==> src/rtl/vga_timing_gen_if.sv <==
`default_nettype none
// ============================================================================
// Module  : vga_timing_gen_if
// Brief   : Divider-count input and VGA timing outputs of vga_timing_gen.
// Revision: 1.0
// ============================================================================
interface vga_timing_gen_if;
  logic [23:0] div_count;
  logic        pix_tick;
  logic        hsync;
  logic        vsync;
  logic        video_on;
  logic [9:0]  pix_x;
  logic [9:0]  pix_y;
  logic        frame_tick;

  // Timing generator side
  modport master (
    input  div_count,
    output pix_tick, hsync, vsync, video_on, pix_x, pix_y, frame_tick
  );

  // Clock-counter / renderer side
  modport slave (
    output div_count,
    input  pix_tick, hsync, vsync, video_on, pix_x, pix_y, frame_tick
  );
endinterface
`default_nettype wire

==> src/rtl/vga_timing_gen.sv <==
`default_nettype none
// ============================================================================
// Module  : vga_timing_gen
// Brief   : 640x480@60 VGA timing driven by one bit of a free-running divider.
//           Define VGA_SYNC_REG_EN to register sync/video/coordinate outputs.
// Revision: 1.0
// ============================================================================
module vga_timing_gen #(
  parameter int unsigned PIX_BIT  = 1,
  parameter int unsigned H_ACTIVE = 640,
  parameter int unsigned H_FP     = 16,
  parameter int unsigned H_SYNC   = 96,
  parameter int unsigned H_BP     = 48,
  parameter int unsigned V_ACTIVE = 480,
  parameter int unsigned V_FP     = 10,
  parameter int unsigned V_SYNC   = 2,
  parameter int unsigned V_BP     = 33
) (
  input  wire logic        clock,
  input  wire logic        reset,
  vga_timing_gen_if.master bus
);

  localparam int unsigned c_H_TOTAL  = H_ACTIVE + H_FP + H_SYNC + H_BP;
  localparam int unsigned c_V_TOTAL  = V_ACTIVE + V_FP + V_SYNC + V_BP;
  localparam logic [9:0]  c_H_LAST   = 10'(c_H_TOTAL - 1);
  localparam logic [9:0]  c_V_LAST   = 10'(c_V_TOTAL - 1);
  localparam logic [9:0]  c_H_ACT    = 10'(H_ACTIVE);
  localparam logic [9:0]  c_V_ACT    = 10'(V_ACTIVE);
  localparam logic [9:0]  c_HS_BEG   = 10'(H_ACTIVE + H_FP);
  localparam logic [9:0]  c_HS_END   = 10'(H_ACTIVE + H_FP + H_SYNC);
  localparam logic [9:0]  c_VS_BEG   = 10'(V_ACTIVE + V_FP);
  localparam logic [9:0]  c_VS_END   = 10'(V_ACTIVE + V_FP + V_SYNC);

  logic       r_prev_bit;
  logic       r_pix_tick;
  logic       r_frame_tick;
  logic       r_running;
  logic [9:0] r_h_cnt;
  logic [9:0] r_v_cnt;

  logic w_tick_edge;
  logic w_h_last;
  logic w_v_last;
  logic w_hsync;
  logic w_vsync;
  logic w_video_on;

  assign w_tick_edge = bus.div_count[PIX_BIT] & ~r_prev_bit;
  assign w_h_last    = (r_h_cnt == c_H_LAST);
  assign w_v_last    = (r_v_cnt == c_V_LAST);

  // prev_bit resets high so a bit already set at reset release is not an edge
  always_ff @(posedge clock) begin
    if (reset) begin
      r_prev_bit   <= 1'b1;
      r_pix_tick   <= 1'b0;
      r_frame_tick <= 1'b0;
      r_running    <= 1'b0;
      r_h_cnt      <= '0;
      r_v_cnt      <= '0;
    end else begin
      r_prev_bit   <= bus.div_count[PIX_BIT];
      r_pix_tick   <= w_tick_edge;
      r_frame_tick <= r_pix_tick & w_h_last & w_v_last;
      if (r_pix_tick) begin
        r_running <= 1'b1;
        if (w_h_last) begin
          r_h_cnt <= '0;
          r_v_cnt <= w_v_last ? '0 : r_v_cnt + 10'd1;
        end else begin
          r_h_cnt <= r_h_cnt + 10'd1;
        end
      end
    end
  end

  assign w_hsync    = ~((r_h_cnt >= c_HS_BEG) && (r_h_cnt < c_HS_END));
  assign w_vsync    = ~((r_v_cnt >= c_VS_BEG) && (r_v_cnt < c_VS_END));
  assign w_video_on = r_running && (r_h_cnt < c_H_ACT) && (r_v_cnt < c_V_ACT);

`ifdef VGA_SYNC_REG_EN
  // Extra stage lines the pixel outputs up with a one-cycle sprite ROM read
  logic       r_hsync;
  logic       r_vsync;
  logic       r_video_on;
  logic [9:0] r_pix_x;
  logic [9:0] r_pix_y;

  always_ff @(posedge clock) begin
    if (reset) begin
      r_hsync    <= 1'b1;
      r_vsync    <= 1'b1;
      r_video_on <= 1'b0;
      r_pix_x    <= '0;
      r_pix_y    <= '0;
    end else begin
      r_hsync    <= w_hsync;
      r_vsync    <= w_vsync;
      r_video_on <= w_video_on;
      r_pix_x    <= r_h_cnt;
      r_pix_y    <= r_v_cnt;
    end
  end

  assign bus.hsync    = r_hsync;
  assign bus.vsync    = r_vsync;
  assign bus.video_on = r_video_on;
  assign bus.pix_x    = r_pix_x;
  assign bus.pix_y    = r_pix_y;
`else
  assign bus.hsync    = w_hsync;
  assign bus.vsync    = w_vsync;
  assign bus.video_on = w_video_on;
  assign bus.pix_x    = r_h_cnt;
  assign bus.pix_y    = r_v_cnt;
`endif

  assign bus.pix_tick   = r_pix_tick;
  assign bus.frame_tick = r_frame_tick;

endmodule
`default_nettype wire

==> src/flat_wrapper.sv <==
// flat-port wrapper written by rule: the top's interface ports become plain ports
module vga_timing_gen_flat 
#(
  parameter int unsigned PIX_BIT  = 1,
  parameter int unsigned H_ACTIVE = 640,
  parameter int unsigned H_FP     = 16,
  parameter int unsigned H_SYNC   = 96,
  parameter int unsigned H_BP     = 48,
  parameter int unsigned V_ACTIVE = 480,
  parameter int unsigned V_FP     = 10,
  parameter int unsigned V_SYNC   = 2,
  parameter int unsigned V_BP     = 33
)
  (clock, reset, bus_div_count, bus_pix_tick, bus_hsync, bus_vsync, bus_video_on, bus_pix_x, bus_pix_y, bus_frame_tick);
  vga_timing_gen_if bus_i ();
  input  wire logic clock;
  input  wire logic reset;
  input wire logic [$bits(bus_i.div_count)-1:0] bus_div_count;
  output wire logic [$bits(bus_i.pix_tick)-1:0] bus_pix_tick;
  output wire logic [$bits(bus_i.hsync)-1:0] bus_hsync;
  output wire logic [$bits(bus_i.vsync)-1:0] bus_vsync;
  output wire logic [$bits(bus_i.video_on)-1:0] bus_video_on;
  output wire logic [$bits(bus_i.pix_x)-1:0] bus_pix_x;
  output wire logic [$bits(bus_i.pix_y)-1:0] bus_pix_y;
  output wire logic [$bits(bus_i.frame_tick)-1:0] bus_frame_tick;
  assign bus_i.div_count = bus_div_count;
  assign bus_pix_tick = bus_i.pix_tick;
  assign bus_hsync = bus_i.hsync;
  assign bus_vsync = bus_i.vsync;
  assign bus_video_on = bus_i.video_on;
  assign bus_pix_x = bus_i.pix_x;
  assign bus_pix_y = bus_i.pix_y;
  assign bus_frame_tick = bus_i.frame_tick;
  vga_timing_gen #(.PIX_BIT(PIX_BIT), .H_ACTIVE(H_ACTIVE), .H_FP(H_FP), .H_SYNC(H_SYNC), .H_BP(H_BP), .V_ACTIVE(V_ACTIVE), .V_FP(V_FP), .V_SYNC(V_SYNC), .V_BP(V_BP)) u_core (.clock(clock), .reset(reset), .bus(bus_i));
endmodule
==> config.mk <==
export PLATFORM = sky130hd
export DESIGN_NAME = vga_timing_gen_flat
export DESIGN_NICKNAME = d
export VERILOG_FILES = /design/src/rtl/vga_timing_gen_if.sv /design/src/rtl/vga_timing_gen.sv /design/src/flat_wrapper.sv
export SDC_FILE = /design/constraint.sdc
export NUM_CORES = 1
export LEC_CHECK = 0
export CAP_MARGIN = 25
export CORE_ASPECT_RATIO = 1.75
export CORE_MARGIN = 1
export CORE_UTILIZATION = 37
export DETAILED_ROUTE_END_ITERATION = 8
export GPL_TIMING_DRIVEN = 0
export PLACE_DENSITY = 0.75
export SYNTH_ARGS = -nofsm -noshare
export SYNTH_HDL_FRONTEND = slang
export SYNTH_SLANG_ARGS = --single-unit
==> constraint.sdc <==
create_clock -name clock -period 1.38 [get_ports clock]
set_input_delay 0.138 -clock clock [delete_from_list [all_inputs] [get_ports clock]]
set_output_delay 0.138 -clock clock [all_outputs]
set_load 0.01 [all_outputs]
==> results.yml, run 1 <==
sta:
  final-setup-viol-count: 19
  slew_violations: 0
  min_period_over_period_pct: 115
  relSlewSlack_pct: 69.7
  max_freq_mhz: 630
  hold_violations: 0
  period_needed_ns: 1.59
  final.setup.worst_slack_ns: -0.207
  fin_skew_ns: 0.00684
  rsz0062_at_grt: "yes"
  worstMarginPinSlew_ns: 0.455
routing:
  ant_nets: 0
  drc: 0
  via_per_inst: 5.48
  routed_wl_mm: 3.53
  dr.first_iter.drc_count: 40
  routedWlPerCell_um: 16.0
  vias: 1212
  firstDrtPassIters: 4
outcome:
  violations: "setup timing"
  status: "finished with violations"
die:
  fp.dieH_um: 76.1
  fp.dieW_um: 44.3
  dieArea_um2: 3370
  ios: 51
  start_util_pct: 39.2
  num_rows: 26
  coreArea_um2: 2960
clock_tree:
  h-tree-depth: 1
  cts_tree: "done"
  ctsLongestPathBuffers: 2
  clkTransAtPathRegs_ns: 0.09
  cts_buffers: 3
  root_buffer: "clkbuf_8"
  clkLatencyLatePin_ns: 0.27
  cts_sinks: 24
synthesis:
  syn_nets: 162
  postSynth.asyncResetShare_pct: 0
  synth.distinct_cells: 33
  syn_area_um2: 1160
  synth_top_flop_cell: "dfxtp_1"
  ys_seq_elements: 24
  synth_edf_count: 0
  yosys_warnings: 0
  avgSynthCellArea_um2: 8.80
  netlist_instances: 132
  seq_area_frac_synth_pct: 41.4
worst_setup_path:
  r2r_start: "u_core.bus.pix_x[3]"
  end_kind: "flop"
  crit_path_max_fanout: 5
  reg2reg_depth: 5
  worstPathRequired_ns: 1.58
  r2r_slack_ns: -0.21
  critical_path_class: "flop to flop"
  r2r_end: "u_core.bus.pix_y[4]"
  critPathLaunchType: "flop"
  worstPathArrival_ns: 1.79
finish:
  final_util_pct: 66.2
  drive_above_1_share_pct: 45.8
  fin_nets: 210
  n_antenna_cell: 0
  area_delta_synth_final_pct: 68.8
global_route:
  grt_max_degree: 15
  gr-total-overflow: 0
  grt_pass1_vias: 1102
  grt_first_pass_wirelength_mm: 5.18
  grt.total_usage_pct: 20.2
  antenna_found_initial: 0
placed_design:
  place.gp.congestion: 0.879
  hpwl_mm: 2.07
  post-place-ws_ns: -0.360
  portBuffers: 26
min_path:
  worstHoldEndpoint: "u_core.bus.pix_x[4]"
  hp-class: "input port to flop"
  min-delay-start: "reset"
  holdPathStages: 2
job:
  drv_cap: 0
power:
  irDropWorstVdd_uv: 475
  power.density_nw_per_um2: 689
  p_leak_uw: 0.000792
registers in the layout, summed over array words and instances, names as in the netlist:
register,flops
u_core.bus.pix_x,10
u_core.bus.pix_y,10
u_core.r_prev_bit,1
u_core.bus.pix_tick,1
u_core.r_running,1
u_core.bus.frame_tick,1
how the worst max path moves through the flow:
stage	startpoint	to	slack (ns)	depth (start not counted)
CTS	u_core.bus.pix_tick	u_core.bus.pix_y[4]	-0.12	6
global placement	u_core.bus.pix_x[7]	bus_video_on	-0.30	3
finish	u_core.bus.pix_x[3]	u_core.bus.pix_y[4]	-0.21	5
detailed placement	u_core.bus.pix_x[7]	bus_video_on	-0.36	3
global route	u_core.bus.pix_y[0]	u_core.bus.pix_y[4]	-0.30	6
floorplan	u_core.bus.pix_tick	u_core.bus.pix_y[7]	-0.05	5
report_power, final:
| group | switching (µW) | total [µW] | internal [µW] |
|---|---|---|---|
| clock network | 235 | 624 | 388 |
| logic | 25.6 | 48.9 | 23.3 |
| registers | 4.64 | 676 | 672 |
| total | 266 | 1350 | 1080 |
layout by cell type (no fill, tap or decap), types with 5 or more instances in the layout:
master	Yosys	final
clkdlybuf4s50_1	0	12
nor2_1	17	10
xnor2_1	5	5
nand2_1	9	9
nand3_1	6	6
nand4_1	8	8
dfxtp_2	0	8
dlymetal6s2s_1	0	8
dfxtp_4	0	13
xor2_1	6	6
buf_4	0	16
critical path, cell delays in order, from the launching register on:
cell     delay, ns
dfxtp_2       0.38
and4_4        0.27
nand4_1       0.18
buf_4         0.20
or3_4         0.33
a21oi_2       0.15
stage by stage:
stage	std cells	cell area (µm²)	power, µW	TNS [ns]	hold WS (ns)
after floorplan	132	1210	736	-0.176	0.245
after global placement	200	1530	750	-2.23	0.373
after detailed placement	200	1530	752	-3.29	0.401
after CTS	215	1800	1370	-0.884	0.244
after global routing	221	1960	1400	-2.69	0.280
final	221	1960	1350	-1.42	0.249
cell usage after synthesis (2+ instances only):
cell	count	area, µm²
nor4bb_1	2	20.0
xnor2_1	5	43.8
nand3_1	6	30.0
nor3b_1	2	15.0
and3_1	2	12.5
nor3_1	4	20.0
o21ai_0	7	35.0
nand4_1	8	50.1
ha_1	4	50.1
xor2_1	6	52.6
dfxtp_1	24	480
nor2_1	17	63.8
a21oi_1	8	40.0
nand2_1	9	33.8
buf_6	2	22.5
clkbuf_1	2	7.51
inv_1	4	15.0
or3_1	5	31.3
routing by layer:
layer  GRT usage [%]  vias up  part of all wire [%]
met2            38.1       43                    60
li1                -      572                     -
met1            20.5      584                    33
met4            9.09        0                   3.3
met5               0        -                     0
met3            2.13       13                   4.2
cell families (layout without fill, tap and decap cells):
| family | after synthesis | count (layout) | share of synthesized area (%) |
|---|---|---|---|
| AOI/OAI and AO/OA | 18 | 19 | 8.84 |
| xor gates and xnor gates | 11 | 11 | 8.30 |
| adders and majority gates | 4 | 4 | 4.31 |
| buffers and inverters | 8 | 54 | 3.88 |
| DFF | 24 | 24 | 41.4 |
| muxes | 1 | 1 | 0.862 |
| and+or+nand+nor | 66 | 66 | 32.4 |
layout make-up:
cell class / count / area, µm²
Inverter: 4 / 15.0
Fill cell: 225 / 1000
Clock buffer: 3 / 41.3
Tap cell: 42 / 52.6
Clock inverter: 1 / 30.0
Buffer: 3 / 32.5
Multi-Input combinational cell: 101 / 836
Sequential cell: 24 / 539
Timing Repair Buffer: 43 / 413
timing repair:
item | CTS | global route
setup buffers | 10 | 6
hold buffers | 0 | 0
resized for setup | 55 | 31
setup endpoints to repair | 34 | 32
pin swaps | 11 | 13
hold endpoints to repair | 0 | 0
gates cloned | 1 | 1
Note: power is estimated with default switching activity, not from simulation.
==> inputs of run 2 (changes only) <==
--- a/config.mk
+++ b/config.mk
@@ -11,7 +11,7 @@
 export CORE_UTILIZATION = 37
 export DETAILED_ROUTE_END_ITERATION = 8
 export GPL_TIMING_DRIVEN = 0
-export PLACE_DENSITY = 0.75
+export PLACE_DENSITY_LB_ADDON = 0.1
 export SYNTH_ARGS = -nofsm -noshare
 export SYNTH_HDL_FRONTEND = slang
 export SYNTH_SLANG_ARGS = --single-unit
==> run 2 against run 1 <==
  * Global-route usage fell by 1.4 points
  * Final cell count decreased by 0.90%
  * Utilization decreased by 3.6 points
  * First-iteration DRC count decreased by 60%
  * Non-clock buffer count down 2
  * Hold slack gained 0.011 ns
  * The flow still finishes with violations (setup timing)
  * Clock skew decreased by 0.0057 ns
  * Cell area decreased by 5.5%
  * Critical path depth shrank 1
  * Highest routed layer unchanged
  * Sequential cell count is the same
  * Count of clock-buffer cells in the layout stayed put
  * Register-to-register slack better by 0.10 ns
==> results.yml, run 2 (synthesis gave the netlist of run 1 again) <==
outcome:
  status: "finished with violations"
  violations: "setup timing"
placed_design:
  portBuffers: 26
  hpwl_mm: 2.01
  post-place-ws_ns: -0.277
  dp.cells: 200
  place.gp.congestion: 0.838
global_route:
  grt_first_pass_wirelength_mm: 4.85
  grt.total_usage_pct: 18.8
  gr-total-overflow: 0
  antenna_found_initial: 0
  grt_pass1_vias: 1095
  grt_max_degree: 14
finish:
  n_antenna_cell: 0
  final_common_cell: "clkdlybuf4s50_1"
  most-common-layout-cells: "clkdlybuf4s50_1, buf_4, nor2_1"
  drive_above_1_share_pct: 40.1
  final_util_pct: 62.6
  stdcell_count: 219
  fin_nets: 208
  area_delta_synth_final_pct: 59.5
worst_setup_path:
  cp_num_buf_inv: 0
  end_kind: "flop"
  crit_slowest_cell: "or4b_1"
  critical_path_class: "flop to flop"
  critPathLaunchType: "flop"
  crit_path_max_fanout: 6
  critPathMaxStageDelay_ns: 0.52
  worstPathArrival_ns: 1.69
  path_cells: "and4_4 > nand4_4 > or4b_1 > a21oi_2"
  cp_top_family: "simple AND/OR/NAND/NOR gates"
  worstPathRequired_ns: 1.58
sta:
  rsz0062_at_grt: "yes"
  min_period_over_period_pct: 108
  relSlewSlack_pct: 70.0
  setup-tns-final_ns: -0.625
  worstMarginPinSlew_ns: 0.451
  max_freq_mhz: 673
  final.setup.worst_slack_ns: -0.105
  hold_violations: 0
  final-setup-viol-count: 10
  period_needed_ns: 1.49
  fin_skew_ns: 0.00114
  slew_violations: 0
power:
  p_comb_share_pct: 4.1
  switching_share_pct: 21.4
  clock_power_share_pct: 36.3
  seqPwrFrac_pct: 59.6
  power.density_nw_per_um2: 618
  power_switching_uw: 245
  p_int_uw: 899
  irDropWorstVdd_uv: 555
  p_leak_uw: 0.000697
routing:
  vias: 1142
  routed_wl_mm: 3.05
  drc: 0
  via_per_inst: 5.21
  routedWlPerCell_um: 13.9
  firstDrtPassIters: 2
  dr.first_iter.drc_count: 16
  ant_nets: 0
die:
  coreArea_um2: 2960
  ios: 51
  fp.dieH_um: 76.1
  dieArea_um2: 3370
  num_rows: 26
  start_util_pct: 39.2
  fp.dieW_um: 44.3
clock_tree:
  root_buffer: "clkbuf_8"
  ctsLongestPathBuffers: 2
  h-tree-depth: 1
  cts_tree: "done"
  cts_sinks: 24
  clkTransAtPathRegs_ns: 0.08
  clkLatencyLatePin_ns: 0.26
  cts_hold_buf: 0
  cts_buffers: 3
job:
  drv_cap: 0
min_path:
  hp-class: "input port to flop"
## run 2: cell count changes in the layout (fill, tap and decap cells not counted), moves of 2 or more
cell	previous run	this run
dfxtp_4	13	10
nor2_1	10	12
dlygate4sd2_1	3	0
clkdlybuf4s50_1	12	18
dfxtp_2	8	11
buf_4	16	13
dlymetal6s2s_1	8	5
nor2_4	3	1
## run 2: what timing repair did
| action | CTS | global route |
|---|---|---|
| endpoints found under the setup margin | 33 | 25 |
| buffers inserted | 10 | 4 |
| pin swaps | 10 | 15 |
| gates resized for setup | 44 | 22 |
| gates cloned | 1 | 1 |
## run 2: path summary, 6_finish.rpt
kind                                     startpoint             endpoint  slack [ns]  cells after the start
worst max-delay path            u_core.bus.pix_x[2]  u_core.bus.pix_y[7]       -0.11                      4
worst min-delay path                          reset     u_core.r_running        0.26                      2
worst max register to register  u_core.bus.pix_x[2]  u_core.bus.pix_y[7]       -0.11                      4
worst min register to register    u_core.r_prev_bit  u_core.bus.pix_tick        0.40                      1
## run 2: cell type report
type                            count  area, µm²
Buffer                              3       32.5
Clock buffer                        3       41.3
Clock inverter                      1       3.75
Fill cell                         255       1110
Inverter                            4       15.0
Multi-Input combinational cell    101        778
Sequential cell                    24        532
Tap cell                           42       52.6
Timing Repair Buffer               41        397
## run 2: power by group through the flow
stage	clock [µW]	sequential, µW	combinational (µW)
after detailed placement	0	714	38.3
after global routing	449	683	50.7
after global placement	0	713	37.2
after floorplan	0	714	22.0
after CTS	422	690	44.7
final	415	682	46.9
## run 2: per-stage QoR
step,hold slack (ns),instance area [µm²],power [µW]
floorplan,0.245,1210,736
detailed placement,0.392,1530,752
global placement,0.372,1530,751
global route,0.327,1850,1180
CTS,0.269,1730,1160
finish,0.259,1850,1140
## run 2: metal layers
layer,part of all wire [%],GRT usage [%]
met1,38,19.4
met4,3.6,9.70
met3,2.8,2.13
met5,0,0
met2,56,34.4
==> inputs of run 3 (changes only) <==
--- a/config.mk
+++ b/config.mk
@@ -5,6 +5,7 @@
 export SDC_FILE = /design/constraint.sdc
 export NUM_CORES = 1
 export LEC_CHECK = 0
+export ABC_CLOCK_PERIOD_IN_PS = 1380
 export CAP_MARGIN = 25
 export CORE_ASPECT_RATIO = 1.75
 export CORE_MARGIN = 1
==> results of run 3 <==
Same layout as run 2: the final DEF is identical, and so are final timing and power.
